[config.mk]
export PLATFORM = sky130hd
export DESIGN_NAME = ifetch_prefetch_q
export DESIGN_NICKNAME = d
export VERILOG_FILES = /design/src/rtl/ifetch_prefetch_q.sv
export SDC_FILE = /design/constraint.sdc
export NUM_CORES = 1
export LEC_CHECK = 0
export CORE_UTILIZATION = 40
export CTS_CLUSTER_DIAMETER = 100
export DETAILED_ROUTE_END_ITERATION = 8
export HOLD_SLACK_MARGIN = 0.08
export PLACE_DENSITY = 0.72
export SYNTH_ARGS = -nofsm -noshare
export SYNTH_HDL_FRONTEND = slang
export SYNTH_SLANG_ARGS = --single-unit
[constraint.sdc]
create_clock -name clock -period 5.1 [get_ports clock]
set_clock_uncertainty 0.1 [all_clocks]
set_input_delay 0.51 -clock clock [delete_from_list [all_inputs] [get_ports clock]]
set_output_delay 0.51 -clock clock [all_outputs]
set_load 0.01 [all_outputs]
[src/rtl/ifetch_prefetch_q.sv]
// ifetch_prefetch_q
// -----------------
// Instruction fetch unit: program counter, one outstanding request to a
// synchronous instruction ROM (one-cycle read latency), and a small FIFO
// that buffers returned words with their PCs for decode.
//
// A redirect (taken branch, jump, jal, jr) flushes the FIFO, squashes the
// response of any request in flight, and reloads the PC. Reset has the
// same effect with RESET_PC as the target.
//
// Ports:
//   clock, reset        rising-edge clock, synchronous active-high reset
//   imem_req/imem_addr  ROM read enable and word address (fetch_pc[IMEM_AW+1:2])
//   imem_rdata          ROM data, valid the cycle after imem_req
//   redirect_valid/_target  new byte PC; target bits [1:0] are ignored
//   out_valid/out_ready valid/ready handshake towards decode
//   out_instr/out_pc    instruction word and byte PC at the FIFO head
//   out_pc_plus4        out_pc + 4, wrapping modulo 2^ADDR_W
//   out_link_word       (out_pc + 4) >> 2, word-addressed link value
//   fetch_pc            next byte PC to be requested
//   occupancy           number of queued entries
module ifetch_prefetch_q #(
  parameter int              ADDR_W   = 32,
  parameter int              IMEM_AW  = 14,
  parameter logic [ADDR_W-1:0] RESET_PC = '0,
  parameter int              DEPTH    = 2
) (
  input  logic                     clock,
  input  logic                     reset,
  output logic                     imem_req,
  output logic [IMEM_AW-1:0]       imem_addr,
  input  logic [31:0]              imem_rdata,
  input  logic                     redirect_valid,
  input  logic [ADDR_W-1:0]        redirect_target,
  output logic                     out_valid,
  input  logic                     out_ready,
  output logic [31:0]              out_instr,
  output logic [ADDR_W-1:0]        out_pc,
  output logic [ADDR_W-1:0]        out_pc_plus4,
  output logic [ADDR_W-1:0]        out_link_word,
  output logic [ADDR_W-1:0]        fetch_pc,
  output logic [$clog2(DEPTH):0]   occupancy
);

  localparam int PTR_W = $clog2(DEPTH);
  localparam int CNT_W = PTR_W + 1;
  // One extra bit so count + inflight never overflows in the space test.
  localparam logic [CNT_W:0] DEPTH_C = (CNT_W+1)'(DEPTH);
  localparam logic [ADDR_W-1:0] PC_STEP = ADDR_W'(4);

  // Architectural state.
  logic [ADDR_W-1:0] fetch_pc_q, fetch_pc_d;
  logic              inflight_q, inflight_d;
  logic [ADDR_W-1:0] req_pc_q, req_pc_d;
  logic [PTR_W-1:0]  head_q, head_d;
  logic [PTR_W-1:0]  tail_q, tail_d;
  logic [CNT_W-1:0]  count_q, count_d;

  // FIFO storage, one register pair per entry.
  logic [31:0]       entry_instr_q [DEPTH];
  logic [ADDR_W-1:0] entry_pc_q    [DEPTH];

  logic              pop;
  logic              wr_en;
  logic [CNT_W:0]    committed;
  logic              space_ok;
  logic [ADDR_W-1:0] head_pc;
  logic [ADDR_W-1:0] head_pc_plus4;
  logic [31:0]       head_instr;

  // Target bits [1:0] are architecturally ignored.
  logic unused_target_lsbs;
  assign unused_target_lsbs = ^redirect_target[1:0];

  assign out_valid = (count_q != '0);
  assign pop       = out_valid && out_ready;

  // A returning word is kept unless this cycle flushes the pipeline.
  assign wr_en     = inflight_q && !reset && !redirect_valid;

  // Slots already claimed (queued + in flight) after this cycle's pop;
  // a pop this cycle frees a slot for an issue in the same cycle, which
  // is what sustains one instruction per cycle.
  assign committed = {1'b0, count_q} + (CNT_W+1)'(inflight_q) - (CNT_W+1)'(pop);
  assign space_ok  = (committed < DEPTH_C);

  assign imem_req  = !reset && !redirect_valid && space_ok;
  assign imem_addr = fetch_pc_q[IMEM_AW+1:2];
  assign fetch_pc  = fetch_pc_q;
  assign occupancy = count_q;

  // Head view; forced to zero while empty so idle outputs are deterministic.
  assign head_pc       = entry_pc_q[head_q];
  assign head_instr    = entry_instr_q[head_q];
  assign head_pc_plus4 = head_pc + PC_STEP;

  assign out_pc        = out_valid ? head_pc : '0;
  assign out_instr     = out_valid ? head_instr : '0;
  assign out_pc_plus4  = out_valid ? head_pc_plus4 : '0;
  assign out_link_word = out_valid ? (head_pc_plus4 >> 2) : '0;

  always_comb begin
    fetch_pc_d = fetch_pc_q;
    inflight_d = inflight_q;
    req_pc_d   = req_pc_q;
    head_d     = head_q;
    tail_d     = tail_q;
    count_d    = count_q;

    if (reset) begin
      fetch_pc_d = RESET_PC;
      inflight_d = 1'b0;
      req_pc_d   = '0;
      head_d     = '0;
      tail_d     = '0;
      count_d    = '0;
    end else if (redirect_valid) begin
      // Flush wins over any pop or returning word this cycle.
      fetch_pc_d = {redirect_target[ADDR_W-1:2], 2'b00};
      inflight_d = 1'b0;
      head_d     = '0;
      tail_d     = '0;
      count_d    = '0;
    end else begin
      // The ROM always answers the next cycle, so in-flight simply
      // tracks whether a request was issued this cycle.
      inflight_d = imem_req;
      if (imem_req) begin
        fetch_pc_d = fetch_pc_q + PC_STEP;
        req_pc_d   = fetch_pc_q;
      end
      if (pop) begin
        head_d = head_q + PTR_W'(1);
      end
      if (wr_en) begin
        tail_d = tail_q + PTR_W'(1);
      end
      count_d = count_q + CNT_W'(wr_en) - CNT_W'(pop);
    end
  end

  always_ff @(posedge clock) begin
    fetch_pc_q <= fetch_pc_d;
    inflight_q <= inflight_d;
    req_pc_q   <= req_pc_d;
    head_q     <= head_d;
    tail_q     <= tail_d;
    count_q    <= count_d;
  end

  // Entry storage needs no reset: it is only observed while count_q says
  // the entry is live, and every live entry was written first.
  for (genvar gi = 0; gi < DEPTH; gi++) begin : g_entry
    always_ff @(posedge clock) begin
      if (wr_en && (tail_q == PTR_W'(gi))) begin
        entry_instr_q[gi] <= imem_rdata;
        entry_pc_q[gi]    <= req_pc_q;
      end
    end
  end

endmodule
# Word level (Yosys, flattened, before mapping)
# Memories as Yosys holds them, arrays and structs flattened. A register that Yosys moved wholly into a read port is not among the register bits.
# Cells that the tools add are included.
# Widths: inputs -> output; s select.
[classes]
add_sub_neg = 8
n_lt_le_gt_ge = 1
mux = 20
bitwise_logic = 2
n_reduce_logical = 15
[op_table]
columns = ["cell", "count"]
rows = [
  ["$mux 32", 7],
  ["$add 32x3->32 const B", 2],
  ["$reduce_or 32->1", 2],
  ["$mux 30", 1],
  ["$mux 1", 12],
  ["$logic_and 1x1->1", 7],
  ["$reduce_bool 2->1", 2],
  ["$add 2x1->3", 1],
  ["$lt 3x2->1 const B", 1],
  ["$sub 3x1->3", 1],
  ["$add 1x1->1 const B", 2],
  ["$add 2x1->2", 1],
  ["$logic_not 1->1", 2],
  ["$not 1->1", 2],
  ["$reduce_and 2->1", 1],
  ["$reduce_or 2->1", 1],
  ["$sub 2x1->2", 1],
]
[word_totals]
ff_bits = 69
mem_bits_rw = 128
input_bits = 68
elab_cells = 55
n_memories = 2
[mem_list]
columns = ["name", "depth", "word_bits", "read_ports", "rd_ports_with_merged_regs", "wr", "line_no", "text"]
rows = [
  ["entry_instr_q", 2, 32, 1, 1, 1, "60", "logic [31:0] entry_instr_q [DEPTH];"],
  ["entry_pc_q", 2, 32, 1, 1, 1, "61", "logic [ADDR_W-1:0] entry_pc_q [DEPTH];"],
]

# Logic depth before layout (Yosys ltp)
[logic_depth]
ltp_word = 8
ltp_mapped = 12
mapped_depth_nobuf = 11

# Least setup slack after synthesis
# No wires, ideal clock.
[synth_path]
path_kind = "in2reg"
startpoint = "input redirect_valid"
endpoint = "memory entry_instr_q[0][0] (enable)"
setup_ns = 0.482
t_arrival_ns = 3.456
t_required_ns = 4.518
slack_ns = 1.062
cell_stages = 3
n_path_buf = 0
path_cell_list = "nor2_1 > nand2_1 > nor2_1"
[synth_between]
elab_chain_cells = 7
word_cells_on_any_way = 11
[synth_rtl]
columns = ["element", "line_no", "text"]
rows = [
  ["from (decl)", "33", "input logic redirect_valid,"],
  ["$logic_not 1->1 (*)", "79", "assign wr_en = inflight_q && !reset && !redirect_valid;"],
  ["$logic_and 1x1->1 (*)", "79", ""],
  ["$logic_and 1x1->1", "155", "if (wr_en && (tail_q == PTR_W'(gi))) begin"],
  ["$mux 1", "155", ""],
  ["$mux 1 (implied by the code)", "156", "entry_instr_q[gi] <= imem_rdata;"],
  ["$reduce_or 32->1 (no source line)", "n/a", ""],
  ["$mux 1 (no source line)", "n/a", ""],
  ["to (decl)", "60", ""],
]
# Every way passes the cells marked *; elsewhere a longest branch is shown, timed or not.

==> summary.md <==
| Metric | Value |
|---|---|
| Placed cell count | 1289 |
| Commonest cells after routing, fill and taps aside | clkdlybuf4s50_1, edfxtp_1, nand2_1 |
| Total power | about 3.4 mW |
| Sw Pwr | 735.5 uW |
| Crit end category | primary output |
| Post-synth top flop | edfxtp_1 |
| Initial antenna violation count | 0 |
| Num CTS Buffers | 17 |
| Vias in the first global route | 6546 |
| Post-synthesis cell area | 0.009099 sq mm |
| Comb power frac | 7.7% |
| Setup TNS | 0 ns |
| Die area | 0.02335 sq mm |
| Clock transition at path regs | ~0.06 ns |
| Post-route DRC | 28 |
| Via/cell ratio | between 5 and 6 |
| DR WL/cell | 17.28 um |
| Longest Clk Path Bufs | 2 |
| Critical Path Start Type | register |
| Most common cell after layout, fill and taps aside | clkdlybuf4s50_1 |
| Root buffer cell | clkbuf_16 |
| Largest net degree at the start of global routing | 77 |
| Count of input and output buffers | 235 |
| Switch share | around 22% |
| Fraction of registers with async set/reset | 0% |
| Endpoints failing setup | 0 |
| Postcts setup bufs | 0 |
| Gpl congestion | 0.7923 |
| Core ar. | 0.02209 sq mm |
| Final slew viol count | 0 |
| DPL Wire Length | 16100 um |
| P_leak | 3.874 nW |
| Post-cts sizing count | 0 |
| Layout cells sized above 1 | 6.346% |
| First-pass GRT wire length | 36360 um |
| Min Tclk post-route | 4.504 ns |
| WS Path Type | register to primary output |
| Power per cell area | 285.1 mW/mm^2 |
| Status | finished with violations |
| Routed via count | 6952 |
| Gr usage total | 19.78% |
| Max Clock Freq | 222.0 MHz |
| Slew @ Worst Pin | 1.076 ns |
| Ant diodes | 0 |
| GR Overflow Total | 0 |
| Worst path required time | between 4 and 5 ns |
| Num rows | 54 |
| Hold buffers post-CTS | 0 |
| RSZ-0062 raised after global routing | no |
| Seq pwr share | approximately half |
| Final #Nets | 1100 |
| Synth-to-layout area growth | 31.49% |
| Mean Syn Cell Area | around 11 sq um |
| Die width | 152.8 um |
| Slew headroom | 27.97% |
| Detailed Routing Iterations Pass 1 | 8 |
| Die H | 152.8 um |
| Crit path max-delay family | buffers and inverters |
| Slowest CP cell | o41ai_1 |
| Worst Path Buf+Inv | 2 |
| WL final | ~23000 um |
| #FFs+latches synth | 190 |
| Maximum vdd ir drop | about 0.16 mV |
| YS warnings | 0 |
| TritonCTS clock tree | built |
| Period utilisation layout | between 80% and 90% |
| Synth cell types | 65 |
| Number of top-level pins | 246 |
| Sink Count | 190 |
| Initial Util | 41.18% |
| Violations in the final reports | design-rule violations |
| DRT antenna net count | 0 |
| Final Hold Viols | 0 |
| Number of synthesized flops with an enable pin | approximately 120 |
| Worst-path cell chain | buf_4 -> nand4_1 -> o21ai_0 -> nand3_1 -> o41ai_1 -> clkdlybuf4s50_1 |
| CP arrival | 3.89 ns |
| Slowest stage delay, CP | 0.85 ns |
| Fin cells | 1320 |
| Clock power frac | 42.1% |
| Max-cap violation count | 0 |
| Cells after synthesis | 858 |
| Crit Path Max Fanout | 42 |
| CTS H-tree depth | 4 |
| Sequential area share after synthesis | a little under three fifths |
| Int Power | 2.676 mW |
| Worst-Skew Late Latency | between 0.4 and 0.5 ns |
| Min-delay worst type | register to register |
| DRT iter0 DRCs | 490 |
[final timing paths]
check / startpoint / endpoint / slack, ns / cells after the start
setup / recovery: register / out_link_word[25] / 0.60 / 6
hold / removal: req_pc_q[2] / entry_pc_q[1][2] / 0.36 / 0
setup reg to reg: occupancy[1] / fetch_pc[5] / 1.52 / 10
hold reg to reg: req_pc_q[2] / entry_pc_q[1][2] / 0.36 / 0
[cells by family after synthesis]
kind of cell	after synthesis	synth area share, %
AOI/OAI and AO/OA	139	9.681
xor gates and xnor gates	20	1.925
adders and majority gates	4	0.6326
buffers and inverters	108	7.027
DFF	190	55.45
muxes	71	7.976
other	1	0.04121
and+or+nand+nor	325	17.27
[cells in the mapped netlist (all sizes together) (2+ instances only)]
library cell | n | area (sq um)
and3 | 7 | 43.79
nor4 | 13 | 81.33
nand4 | 14 | 87.58
a22oi | 10 | 80.07
nand4b | 5 | 58.80
o31ai | 7 | 57.55
a31oi | 10 | 62.56
o41ai | 4 | 42.55
buf | 73 | 506.7
xnor2 | 11 | 96.34
clkbuf | 29 | 110.1
a32oi | 3 | 26.28
o22ai | 4 | 25.02
nand3b | 7 | 52.55
dfxtp | 66 | 1321
or4 | 4 | 37.53
o31a | 2 | 17.52
nand2b | 8 | 50.05
nor2 | 92 | 345.3
nand3 | 20 | 100.1
nor2b | 7 | 43.79
a2bb2oi | 2 | 17.52
edfxtp | 124 | 3724
and4 | 4 | 37.54
and2 | 12 | 75.08
a21oi | 60 | 300.3
mux2 | 12 | 135.1
xor2 | 9 | 78.83
inv | 5 | 18.77
or3 | 4 | 25.02
a21o | 2 | 15.01
nand2 | 103 | 389.1
ha | 3 | 37.54
a21boi | 2 | 15.01
mux2i | 59 | 590.6
o21ai | 17 | 85.08
a32o | 3 | 30.03
nor3 | 18 | 90.09
o211ai | 2 | 15.01
nor3b | 6 | 45.04
o21a | 3 | 22.52
[state kept, by name, indices dropped and copies added, names as in the netlist, named ones only]
signal and cells:
fetch_pc 30, entry_pc_q 60, tail_q 1, req_pc_q 30, entry_instr_q 64, occupancy 2
inflight_q 1, head_q 1
[layout make-up]
class	count	area (sq um)
clock buffers	17	425.4
clock inverters	14	212.7
fillers	1927	10130
inverters	6	22.52
multi-input cells	567	3462
flip-flops and latches	190	5049
well taps	280	350.3
repair buffers	246	2442
[through the flow]
| step | hold slack [ns] | util, % | worst slack (ns) | area (sq um) |
|---|---|---|---|---|
| 6_report | 0.3623 | 54.15 | 0.5958 | 11960 |
| 5_1_grt | 0.3850 | 54.15 | 0.3244 | 11960 |
| 4_1_cts | 0.3657 | 54.15 | 0.6220 | 11960 |
| 3_5_place_dp | 0.3496 | 51.26 | 1.133 | 11330 |
| 3_3_place_gp | 0.3428 | 51.26 | 1.144 | 11330 |
| 2_1_floorplan | 0.3254 | - | 1.062 | 9125 |
[worst reg2reg max path, cell delays in order, from the launching register on]
cell	delay (ns)
dfxtp_1	0.50
nor2_4	0.07
inv_1	0.09
nand2_1	0.13
nor2_1	0.16
fa_1	0.46
nand3_2	0.36
clkinv_1	0.33
nor2_1	0.89
o21ai_0	0.22
a21oi_1	0.21
[power by group through the flow]
stage               clock network, mW  registers [mW]  logic (mW)
floorplan                           0            1.74       0.128
global placement                    0            1.74       0.257
detailed placement                  0            1.75       0.261
CTS                              1.47            1.71       0.263
global route                     1.53            1.72       0.284
finish                           1.44            1.71       0.261
[per-layer routing]
metal / track usage, % / part of all wire (%) / up-vias
met5: 0 / 0 / -
met4: 6.205 / 1.5 / 0
met3: 4.848 / 9.3 / 21
met2: 29.58 / 44 / 304
met1: 28.16 / 45 / 3230
li1: - / - / 3397
Note: power is estimated with default switching activity, not from simulation.
